$ cat config.mk
export PLATFORM = sky130hd
export DESIGN_NAME = u_type_exec_ctrl
export DESIGN_NICKNAME = d
export VERILOG_FILES = /design/src/rtl/u_type_exec_ctrl.sv
export SDC_FILE = /design/constraint.sdc
export NUM_CORES = 1
export LEC_CHECK = 0
export CORE_MARGIN = 2
export CORE_UTILIZATION = 55
export CTS_CLUSTER_DIAMETER = 50
export DETAILED_ROUTE_END_ITERATION = 8
export PLACE_DENSITY = 0.89
export SLEW_MARGIN = 10
export SYNTH_ARGS = -nofsm -noshare
export SYNTH_HDL_FRONTEND = slang
export SYNTH_SLANG_ARGS = --single-unit
$ cat constraint.sdc
create_clock -name clk -period 4.05 [get_ports clk]
set_clock_uncertainty 0.05 [all_clocks]
set_input_delay 0.6075 -clock clk [delete_from_list [all_inputs] [get_ports clk]]
set_output_delay 0.6075 -clock clk [all_outputs]
set_load 0.01 [all_outputs]
$ cat src/rtl/u_type_exec_ctrl.sv
// u_type_exec_ctrl
//   Executes U-type instructions (LUI, AUIPC) and sequences the result onto
//   the shared register-file write port.
//
//   An instruction/PC pair is taken through a valid/ready handshake. One
//   execute cycle follows, and then a write request is held until the
//   arbiter grants it. Illegal opcodes and rd==0 retire without any write.
//
// Parameters
//   XLEN   datapath / PC width (only 32 is supported)
//   CNT_W  width of the retired-instruction counter
//
// Ports
//   clk, rst_n        clock (rising edge), asynchronous active-low reset
//   in_valid/in_ready instruction handshake
//   instruction_word  raw 32-bit instruction
//   pc                address of instruction_word
//   wb_req/wb_gnt     register-file write request / grant
//   wb_rd, wb_data    destination register and value, stable while wb_req
//   done              one-cycle pulse per retired instruction
//   illegal           one-cycle pulse when the opcode is neither LUI nor AUIPC
//   retire_cnt        retired-instruction count (only with RETIRE_CNT_EN)
//
// Build option
//   RETIRE_CNT_EN  when defined, adds the retire_cnt port and counter.
//                  The default build has neither.

module u_type_exec_ctrl #(
  parameter int XLEN  = 32,
  parameter int CNT_W = 16
) (
  input  logic             clk,
  input  logic             rst_n,
  input  logic             in_valid,
  output logic             in_ready,
  input  logic [31:0]      instruction_word,
  input  logic [XLEN-1:0]  pc,
  output logic             wb_req,
  input  logic             wb_gnt,
  output logic [4:0]       wb_rd,
  output logic [XLEN-1:0]  wb_data,
  output logic             done,
  output logic             illegal
`ifdef RETIRE_CNT_EN
  ,
  output logic [CNT_W-1:0] retire_cnt
`endif
);

  // Elaboration-time parameter sanity.
  if (XLEN != 32) begin : g_bad_xlen
    $error("u_type_exec_ctrl: only XLEN=32 is supported");
  end
  if (CNT_W < 1) begin : g_bad_cnt_w
    $error("u_type_exec_ctrl: CNT_W must be at least 1");
  end

  localparam logic [6:0] OPC_LUI   = 7'b0110111;
  localparam logic [6:0] OPC_AUIPC = 7'b0010111;

  typedef enum logic [1:0] {
    S_IDLE,
    S_EXEC,
    S_WB
  } state_e;

  typedef enum logic [1:0] {
    OP_LUI,
    OP_AUIPC,
    OP_ILLEGAL
  } op_e;

  state_e state_q, state_d;

  // Instruction fields captured at acceptance.
  op_e             op_q;
  logic [19:0]     imm_q;
  logic [4:0]      rd_q;
  logic [XLEN-1:0] pc_q;

  // Next values for the registered outputs.
  logic            in_ready_d;
  logic            wb_req_d;
  logic [4:0]      wb_rd_d;
  logic [XLEN-1:0] wb_data_d;
  logic            done_d;
  logic            illegal_d;
  logic            accept;

  op_e             op_dec;
  logic [XLEN-1:0] upper_imm;
  logic [XLEN-1:0] result;

  // Opcode decode on the incoming word; only the decoded class is stored.
  always_comb begin
    op_dec = OP_ILLEGAL;
    case (instruction_word[6:0])
      OPC_LUI:   op_dec = OP_LUI;
      OPC_AUIPC: op_dec = OP_AUIPC;
      default:   op_dec = OP_ILLEGAL;
    endcase
  end

  // U-type result; the AUIPC sum wraps modulo 2^XLEN (carry dropped).
  always_comb begin
    upper_imm = {imm_q, 12'h000};
    result    = upper_imm;
    if (op_q == OP_AUIPC) begin
      result = pc_q + upper_imm;
    end
  end

  // Next-state and next-output logic.
  always_comb begin
    state_d    = state_q;
    in_ready_d = in_ready;
    wb_req_d   = wb_req;
    wb_rd_d    = wb_rd;
    wb_data_d  = wb_data;
    done_d     = 1'b0;
    illegal_d  = 1'b0;
    accept     = 1'b0;

    case (state_q)
      S_IDLE: begin
        in_ready_d = 1'b1;
        if (in_valid) begin
          accept     = 1'b1;
          in_ready_d = 1'b0;
          state_d    = S_EXEC;
        end
      end

      S_EXEC: begin
        // An illegal opcode wins over rd==0: no retirement is reported.
        if (op_q == OP_ILLEGAL) begin
          illegal_d  = 1'b1;
          in_ready_d = 1'b1;
          state_d    = S_IDLE;
        end else if (rd_q == 5'd0) begin
          done_d     = 1'b1;
          in_ready_d = 1'b1;
          state_d    = S_IDLE;
        end else begin
          wb_req_d  = 1'b1;
          wb_rd_d   = rd_q;
          wb_data_d = result;
          state_d   = S_WB;
        end
      end

      S_WB: begin
        // Request, rd and data stay put until the grant is sampled.
        if (wb_gnt) begin
          wb_req_d   = 1'b0;
          done_d     = 1'b1;
          in_ready_d = 1'b1;
          state_d    = S_IDLE;
        end
      end

      default: begin
        wb_req_d   = 1'b0;
        in_ready_d = 1'b1;
        state_d    = S_IDLE;
      end
    endcase
  end

  // State and registered outputs.
  always_ff @(posedge clk or negedge rst_n) begin
    if (!rst_n) begin
      state_q  <= S_IDLE;
      in_ready <= 1'b1;
      wb_req   <= 1'b0;
      wb_rd    <= '0;
      wb_data  <= '0;
      done     <= 1'b0;
      illegal  <= 1'b0;
    end else begin
      state_q  <= state_d;
      in_ready <= in_ready_d;
      wb_req   <= wb_req_d;
      wb_rd    <= wb_rd_d;
      wb_data  <= wb_data_d;
      done     <= done_d;
      illegal  <= illegal_d;
    end
  end

  // Instruction capture on handshake.
  always_ff @(posedge clk or negedge rst_n) begin
    if (!rst_n) begin
      op_q  <= OP_ILLEGAL;
      imm_q <= '0;
      rd_q  <= '0;
      pc_q  <= '0;
    end else if (accept) begin
      op_q  <= op_dec;
      imm_q <= instruction_word[31:12];
      rd_q  <= instruction_word[11:7];
      pc_q  <= pc;
    end
  end

`ifdef RETIRE_CNT_EN
  // Counts every done pulse (rd==0 included), wrapping at 2^CNT_W.
  always_ff @(posedge clk or negedge rst_n) begin
    if (!rst_n) begin
      retire_cnt <= '0;
    end else if (done_d) begin
      retire_cnt <= retire_cnt + CNT_W'(1);
    end
  end
`endif

endmodule

==> flow_metrics.env <==
export IMPL_clockBufferDepth=2
export IMPL_drtPass1Iterations=6
export IMPL_grt_total_usage=0.256
export IMPL_grt_antenna_before_repair=0
export IMPL_rsz0062_at_grt="false"
export IMPL_busiest_layer="met2"
export IMPL_diodes=0
export IMPL_grt_use_met2=0.437
export IMPL_grt_max_degree=61
export IMPL_synth_edf_count=0
export IMPL_crit_slowest_cell="a2111oi_0"
export IMPL_timing_fmax_mhz=342
export IMPL_synth_area_top_cells="dfrtp_1 (50%), mux2_2 (13%), nand2_1 (6.0%)"
export IMPL_cts_sinks=102
export IMPL_initial_core_util=0.572
export IMPL_port_buffer_count=108
export IMPL_post_cts_buffers=0
export IMPL_drc_errors=0
export IMPL_yosys_most_used_dff="dfrtp_1"
export IMPL_final_cells=689
export IMPL_setup_tns_ns=0
export IMPL_ys_warn_count=0
export IMPL_synth_cells=473
export IMPL_antenna_left=0
export IMPL_reg2reg_from="imm_q[0]"
export IMPL_worstMarginPinSlew_ns=1.16
export IMPL_numCtsBuffers=9
export IMPL_placedCellCount=673
export IMPL_nets=667
export IMPL_gp_congestion=0.873
export IMPL_core_um2=8760
export IMPL_status="finished, final reports clean"
export IMPL_syn_num_nets=564
export IMPL_io_pins=109
export IMPL_vias=4070
export IMPL_cts_hold_buf=0
export IMPL_wl_per_cell_um=17.7
export IMPL_maxSlewViolCount=0
export IMPL_synth_most_common_cell="dfrtp_1"
export IMPL_drt_iter0_drc=324
export IMPL_die_h_um=99.5
export IMPL_syn_avg_cell_area_um2=10.6
export IMPL_die_w_um=99.5
export IMPL_async_flop_share=1.00
export IMPL_setup_viol=0
export IMPL_wl_um=12200
export IMPL_grt_pass1_vias=4258
export IMPL_met3_usage=0.0464
export IMPL_powerDensity_nw_per_um2=770
export IMPL_period_share=0.722
export IMPL_cp_arrival_ns=3.18
export IMPL_yosys_register_bits=102
export IMPL_synth_area_leader_cell="dfrtp_1"
export IMPL_synth_common_cells="dfrtp_1 (100), nand2_1 (80), mux2_2 (58), a21oi_1 (33), nand3_1 (24)"
export IMPL_crit_start="imm_q[0]"
export IMPL_drive_gt1_frac=0.160
export IMPL_p_leak_nw=2.83
export IMPL_cpPeakStageDelay_ns=0.58
export IMPL_h_tree_depth=3
export IMPL_viasPerCell=5.91
export IMPL_synth_top_area_frac=0.499
export IMPL_fin_crit_ns=2.92
export IMPL_postCtsResizedCells=0
export IMPL_rows=34
export IMPL_start_kind="flop"
export IMPL_worstPathMaxFanout=3
export IMPL_cts_tree="built"
export IMPL_cts_root_buf="clkbuf_8"
export IMPL_overflow=0
export IMPL_peakVddDrop_v=0.000440
export IMPL_worstSetupPathType="reg2reg"
export IMPL_mappedNetlistArea_um2=5010
export IMPL_clk_latency_ns=0.38
export IMPL_max_slew_margin=0.225
export IMPL_cp_end_kind="flop"
export IMPL_synth_seq_area_share=0.509
export IMPL_synth_cell_types=50
export IMPL_path_cells="ha_1 -> inv_1 -> fa_1 -> nor2b_1 -> o2111ai_1 -> a21oi_1 -> o211ai_1 -> a2111oi_0 -> a31oi_1 -> nand3_1"
export IMPL_drv_cap=0
export IMPL_critPathRequiredTime_ns=4.30
export IMPL_hold_class="in2async"
export IMPL_dieArea_um2=9900
export IMPL_clkTransAtPathRegs_ns=0.10
export IMPL_grtUsageMet1=0.325
export IMPL_hold_viol=0
export IMPL_area_growth_pct=27.4
export IMPL_grt_first_pass_wirelength_um=20100
export IMPL_post_dp_hpwl_um=8830
[logic make-up after synthesis]
kind of cell | synth area share
xor+xnor | 0.0192
simple gates | 0.136
buf+inv | 0.0254
mux | 0.136
compound gates | 0.114
fa+ha+maj | 0.0589
flops | 0.509
[critical path: cells and delay by family (launching register included)]
| kind | cells | cell delay [ns] |
|---|---|---|
| flops | 1 | 0.39 |
| fa+ha+maj | 2 | 0.62 |
| buf+inv | 1 | 0.08 |
| simple gates | 2 | 0.34 |
| compound gates | 5 | 1.38 |
[flip-flops by register name, summed over array words and instances (netlist names)]
| signal | flops |
|---|---|
| in_ready | 1 |
| wb_rd | 5 |
| wb_data | 32 |
| state_q | 2 |
| wb_req | 1 |
| done | 1 |
| op_q | 2 |
| pc_q | 32 |
| imm_q | 20 |
| rd_q | 5 |
| illegal | 1 |
[through the flow]
step	instance area [um2]	power (mW)	hold WS, ns	setup slack (ns)	utilization
after floorplan	5010	3.42	0.262	1.76	-
after global placement	6190	4.08	0.401	1.41	0.706
after detailed placement	6190	4.22	0.409	1.34	0.706
after CTS	6390	4.89	0.270	1.27	0.729
after global routing	6390	5.24	0.306	1.06	0.729
final	6390	4.92	0.243	1.13	0.729
[routing by layer]
layer	routed length [um]	part of all wire	up-vias
met3	723	0.059	30
met2	6270	0.51	165
met1	4950	0.41	1996
met4	269	0.022	0
met5	0	0	-
li1	-	-	1879
[final cells by class]
cell class                      count  area (um2)
Tap cell                          108         135
Sequential cell                   102        2550
Inverter                            8        30.0
Clock inverter                      6        63.8
Timing Repair Buffer              115        1130
Multi-Input combinational cell    340        2340
Clock buffer                       10         138
Fill cell                         617        2370
[report_power, final]
part	leakage, nW	internal, mW	switching, mW
logic	1.48	1.22	1.30
registers	1.25	1.44	0.318
clock network	0.0997	0.258	0.383
[worst paths after layout]
check | to | slack, ns | cells after the start
max | wb_data[28] | 1.13 | 10
min | imm_q[3] | 0.24 | 1
max reg2reg | wb_data[28] | 1.13 | 10
min reg2reg | wb_data[6] | 0.43 | 2
max in group asynchronous | in_ready | 2.88 | 2
min in group clk | wb_data[6] | 0.43 | 2
[placed cells by master, fill, tap and decap left out, types with 5 or more instances in the layout]
master             n
nor2_1            18
a21oi_1           32
a31oi_1            8
xnor2_1            8
clkdlybuf4s50_1  107
a21o_1             6
ha_1              22
inv_1              8
clkbuf_8          10
dfrtp_1          100
and3_1             5
mux2_2            58
buf_4              8
o21ai_0           20
nand2_1           79
nand3_1           24
nor3_1             5
Note: power is estimated with default switching activity, not from simulation.
